===== src/rtl/slow_tick_timer.sv =====
// slow_tick_timer: synchronises the divided clock clk_d into the fast domain,
// turns its edges into one-cycle ticks and drives a loadable, pausable countdown.
// Ports: clk, rst (sync, active-high), clk_d (async level), load/load_value,
//   start, pause in; tick, time_left, running, expired (pulse), done (level) out.
module slow_tick_timer #(
  parameter int WIDTH       = 8,
  parameter int SYNC_STAGES = 2,
  parameter int BOTH_EDGES  = 0
) (
  input  logic             clk,
  input  logic             rst,
  input  logic             clk_d,
  input  logic             load,
  input  logic [WIDTH-1:0] load_value,
  input  logic             start,
  input  logic             pause,
  output logic             tick,
  output logic [WIDTH-1:0] time_left,
  output logic             running,
  output logic             expired,
  output logic             done
);

  localparam logic [WIDTH-1:0] ONE = 1;

  typedef enum logic [1:0] {
    IDLE,
    RUN,
    PAUSED,
    DONE
  } state_t;

  logic [SYNC_STAGES-1:0] sync;
  logic                   s;
  logic                   s_prev;
  logic                   primed;
  logic                   edge_hit;

  state_t                 state;
  state_t                 state_nx;
  logic [WIDTH-1:0]       time_nx;
  logic                   exp_nx;

  assign s = sync[SYNC_STAGES-1];

  always_comb begin
    edge_hit = 1'b0;
    if (BOTH_EDGES != 0) edge_hit = s ^ s_prev;
    else                 edge_hit = s & ~s_prev;
  end

  // The first cycle after reset preloads the whole chain and s_prev with the
  // current clk_d level, so a clk_d that is already high is not seen as an edge.
  always_ff @(posedge clk) begin
    if (rst) begin
      sync   <= '0;
      s_prev <= 1'b0;
      primed <= 1'b0;
      tick   <= 1'b0;
    end else if (!primed) begin
      sync   <= {SYNC_STAGES{clk_d}};
      s_prev <= clk_d;
      primed <= 1'b1;
      tick   <= 1'b0;
    end else begin
      sync   <= {sync[SYNC_STAGES-2:0], clk_d};
      s_prev <= s;
      tick   <= edge_hit;
    end
  end

  always_comb begin
    state_nx = state;
    time_nx  = time_left;
    exp_nx   = 1'b0;
    if (load) begin
      state_nx = IDLE;
      time_nx  = load_value;
    end else begin
      unique case (state)
        IDLE: begin
          if (start && time_left != '0) state_nx = RUN;
        end
        RUN: begin
          if (pause) begin
            state_nx = PAUSED;
          end else if (tick) begin
            if (time_left > ONE) begin
              time_nx = time_left - ONE;
            end else begin
              time_nx  = '0;
              state_nx = DONE;
              exp_nx   = (time_left == ONE);
            end
          end
        end
        PAUSED: begin
          if (start) state_nx = RUN;
        end
        DONE: begin
          time_nx = '0;
        end
        default: begin
          state_nx = IDLE;
          time_nx  = '0;
        end
      endcase
    end
  end

  always_ff @(posedge clk) begin
    if (rst) begin
      state     <= IDLE;
      time_left <= '0;
      running   <= 1'b0;
      done      <= 1'b0;
      expired   <= 1'b0;
    end else begin
      state     <= state_nx;
      time_left <= time_nx;
      running   <= (state_nx == RUN);
      done      <= (state_nx == DONE);
      expired   <= exp_nx;
    end
  end

endmodule


===== config.mk =====
export PLATFORM = sky130hd
export DESIGN_NAME = slow_tick_timer
export DESIGN_NICKNAME = d
export VERILOG_FILES = /design/src/rtl/slow_tick_timer.sv
export SDC_FILE = /design/constraint.sdc
export NUM_CORES = 1
export LEC_CHECK = 0
export BUFFER_PORTS_ARGS = -buffer_cell sky130_fd_sc_hd__buf_2
export CAP_MARGIN = 10
export CORE_AREA = 2 2 50 47
export CTS_BUF_LIST = sky130_fd_sc_hd__clkbuf_4 sky130_fd_sc_hd__clkbuf_8
export DETAILED_ROUTE_END_ITERATION = 7
export DIE_AREA = 0 0 52 49
export PLACE_DENSITY_LB_ADDON = 0.15
export SYNTH_ARGS = -nofsm -noshare
export SYNTH_HDL_FRONTEND = slang
export SYNTH_SLANG_ARGS = --single-unit
export TNS_END_PERCENT = 1

===== constraint.sdc =====
create_clock -name clk -period 3.3 [get_ports clk]
set_input_delay 0.33 -clock clk [delete_from_list [all_inputs] [get_ports clk]]
set_output_delay 0.33 -clock clk [all_outputs]
set_load 0.005 [all_outputs]

==> qor.log <==
INFO  logic_synthesis yosys.area.top_type=dfxtp_1
INFO  min_path       min-delay-path-class=primary input to flop
INFO  critical_path  crit_path_start_kind=flop
INFO  timing         finalCritPeriodShare=57.1%
INFO  logic_synthesis synth_area_leaders=dfxtp_1, a21oi_1, a22oi_1
INFO  drt            vias=856
INFO  logic_synthesis synth.cell_area=873µm²
INFO  placement      port_buffers=25
INFO  pwr            power_density=426nW/µm²
INFO  floorplan      io-pin-count=26
INFO  floorplan      die_w=52µm
INFO  placement      hpwlAfterDp=1490µm
INFO  logic_synthesis synth_largest_type_area_fraction=41.3%
INFO  critical_path  worst-path-max-fanout=9
INFO  floorplan      initial_core_utilization=42.4%
INFO  clock_tree     cts.clk_slew.worst_paths=0.10ns
INFO  floorplan      die_y=49µm
INFO  timing         max_clock_freq=531MHz
INFO  pwr            vdd_ir_drop_max=0.233mV
INFO  timing         grt_setup_unrepaired=false
INFO  pwr            power.total=452µW
INFO  placement      detailedPlace.worstSlack=1.43ns
INFO  drt            detail_route.vias_per_cell=5.71
INFO  drt            drtPass1Iterations=4
INFO  logic_synthesis synth_sequential_area_ratio=41.3%
INFO  drt            detail_route.wirelength=2060µm
INFO  grt            first_global_vias=788
INFO  critical_path  endpoint_kind=flop
INFO  grt            first_pass_grt_wire_length=3400µm
INFO  clock_tree     cts-buffers-inserted=3
INFO  grt            overall_fraction_of_global_route_tracks_in_use=17.6%
INFO  run_status     outcome=completed
INFO  timing         setup_ws=1.42ns
INFO  floorplan      die_area=2550µm²
INFO  floorplan      placement_rows=16
INFO  timing         hold_violations=0
INFO  critical_path  worstSetupPathType=flop to flop
INFO  timing         finalMaxSlewViolations=0
INFO  logic_synthesis syn_avg_cell_area=9.10µm²
INFO  clock_tree     cts.repair.resized=0
INFO  timing         skew=0.00511ns
INFO  timing         final.hold.worst_slack=0.275ns
INFO  floorplan      core_area=2060µm²
INFO  drt            wl_met1=915µm
INFO  clock_tree     clkSinkCount=18
INFO  cells_and_area antenna-diode-count=0
INFO  logic_synthesis synth_fp_nets=113
INFO  critical_path  cp_data_required_time=3.51ns
INFO  drt            drt-wirelength-per-cell=13.7µm
INFO  clock_tree     worstSkewPairLatency=0.30ns
INFO  clock_tree     buffer_count_from_post_cts_setup_fixing=0
INFO  grt            grt_start_max_net_pins=16
INFO  clock_tree     clock-root-buffer=clkbuf_4
INFO  placement      routabilityCongestion=0.813
INFO  timing         tns=0ns
INFO  clock_tree     clock_tree_from_tritoncts=done
INFO  logic_synthesis netlist-cell-type-count=34
INFO  timing         final-setup-viol-count=0
INFO  pwr            cellLeakagePower=0.000440µW
INFO  drt            antenna_violating_nets_left=0
INFO  grt            grt_remaining_overflow=0
INFO  cells_and_area final_core_utilization=51.5%
INFO  drt            route.met3.wl=160µm
INFO  cells_and_area post_route_cells_drive_above_1_share=28.5%
INFO  drt            wl_met2=958µm
INFO  timing         post-route-min-period=1.88ns
INFO  cells_and_area area.growth.synth_to_final=21.5%
INFO  clock_tree     ctsLongestPathBuffers=2
INFO  logic_synthesis synthesis.instances=96
INFO  drt            top_signal_layer_used=met4
INFO  cells_and_area num-nets-final=141
INFO  drt            detailedRoute.firstIterationViolations=16
INFO  timing         worst_max_slew_pin_slew=0.558ns
INFO  logic_synthesis yosys_register_bits=18
INFO  clock_tree     htree_levels=1
INFO  clock_tree     cts_hold_buf=0
INFO  logic_synthesis number_of_warnings_reported_in_the_yosys_synthesis_log=0
INFO  drt            drt_drc_violations_left=0
INFO  grt            antenna_found_initial=0
INFO  flow_run       maxCapViolations=0
INFO  timing         worst_slew_margin_rel=62.5%
INFO  critical_path  timing.critical_path.arrival=2.10ns
==> layer usage <==
| layer | GRT usage (%) | vias to the layer above |
|---|---|---|
| met1 | 23.0 | 404 |
| met5 | 0 | - |
| li1 | - | 417 |
| met4 | 5.26 | 0 |
| met3 | 4.60 | 4 |
| met2 | 28.1 | 31 |
==> sequential cells by signal, indices dropped and copies added, names as in the netlist <==
name	count
running	1
time_left	8
done	1
sync	2
s_prev	1
expired	1
primed	1
state	2
tick	1
==> final cells by class <==
class | count | area (µm²)
inverters | 5 | 18.8
clock buffers | 4 | 36.3
repair buffers | 25 | 125
well taps | 27 | 33.8
fillers | 212 | 1000
flip-flops and latches | 18 | 360
multi-input cells | 71 | 487
==> metrics by stage <==
stage                     cells  cell area, µm²
final                       150            1060
after global routing        150            1060
after CTS                   150            1060
after detailed placement    146            1020
after global placement      146            1020
after floorplan              96             873
==> cell usage after synthesis (all sizes together) <==
| library cell | instances |
|---|---|
| a211oi | 1 |
| nor3b | 1 |
| dfxtp | 18 |
| a22oi | 6 |
| nor3 | 5 |
| a2111oi | 1 |
| a31oi | 2 |
| nand4 | 1 |
| o21a | 3 |
| or4 | 1 |
| a221oi | 2 |
| o221ai | 1 |
| inv | 5 |
| or2 | 1 |
| nand3 | 4 |
| o31ai | 1 |
| or3 | 1 |
| nor2 | 5 |
| nor4 | 2 |
| a21oi | 11 |
| nand2b | 1 |
| nand3b | 1 |
| nor2b | 4 |
| a21boi | 2 |
| a32oi | 1 |
| and4 | 1 |
| o211ai | 2 |
| clkbuf | 2 |
| o21ai | 1 |
| or3b | 1 |
| ha | 3 |
| o31a | 1 |
| nand2 | 4 |
==> final timing paths <==
kind | slack (ns) | cells after the start | from | endpoint
setup / recovery | 1.42 | 6 | time_left[0] | time_left[4]
hold reg to reg | 0.40 | 1 | s_prev | tick
hold / removal | 0.27 | 2 | clk_d | sync[0]
setup reg to reg | 1.42 | 6 | time_left[0] | time_left[4]
==> layout by cell type, fill, tap and decap left out, drive strengths merged, types with 3 or more instances in the layout <==
| cell type | count |
|---|---|
| dfxtp | 18 |
| inv | 5 |
| nor2b | 4 |
| ha | 3 |
| buf | 25 |
| a22oi | 6 |
| a21oi | 11 |
| clkbuf | 4 |
| nor2 | 5 |
| nand3 | 4 |
| nor3 | 5 |
| nand2 | 4 |
| o21a | 3 |
==> report_power, final <==
part           switching (µW)  internal (µW)  total [µW]
sequential               11.7            228         239
combinational            41.6           35.1        76.7
clock                    68.7           67.3         136
==> critical path: stages (launching register included) <==
cell and delay [ns]:
dfxtp_1 0.43, inv_1 0.10, ha_1 0.25, or2_2 0.33
nand3_1 0.29, nand4_1 0.13, a221oi_1 0.27
==> kinds of logic (layout without fill, tap and decap cells) <==
group / count (synthesis) / in the layout / share of synthesized area, %
adders and majority gates: 3 / 3 / 4.30
DFF: 18 / 18 / 41.3
AOI/OAI and AO/OA: 35 / 35 / 27.2
and+or+nand+nor: 33 / 33 / 24.2
buffers and inverters: 7 / 34 / 3.01
Power figures use the tool's default switching activity.
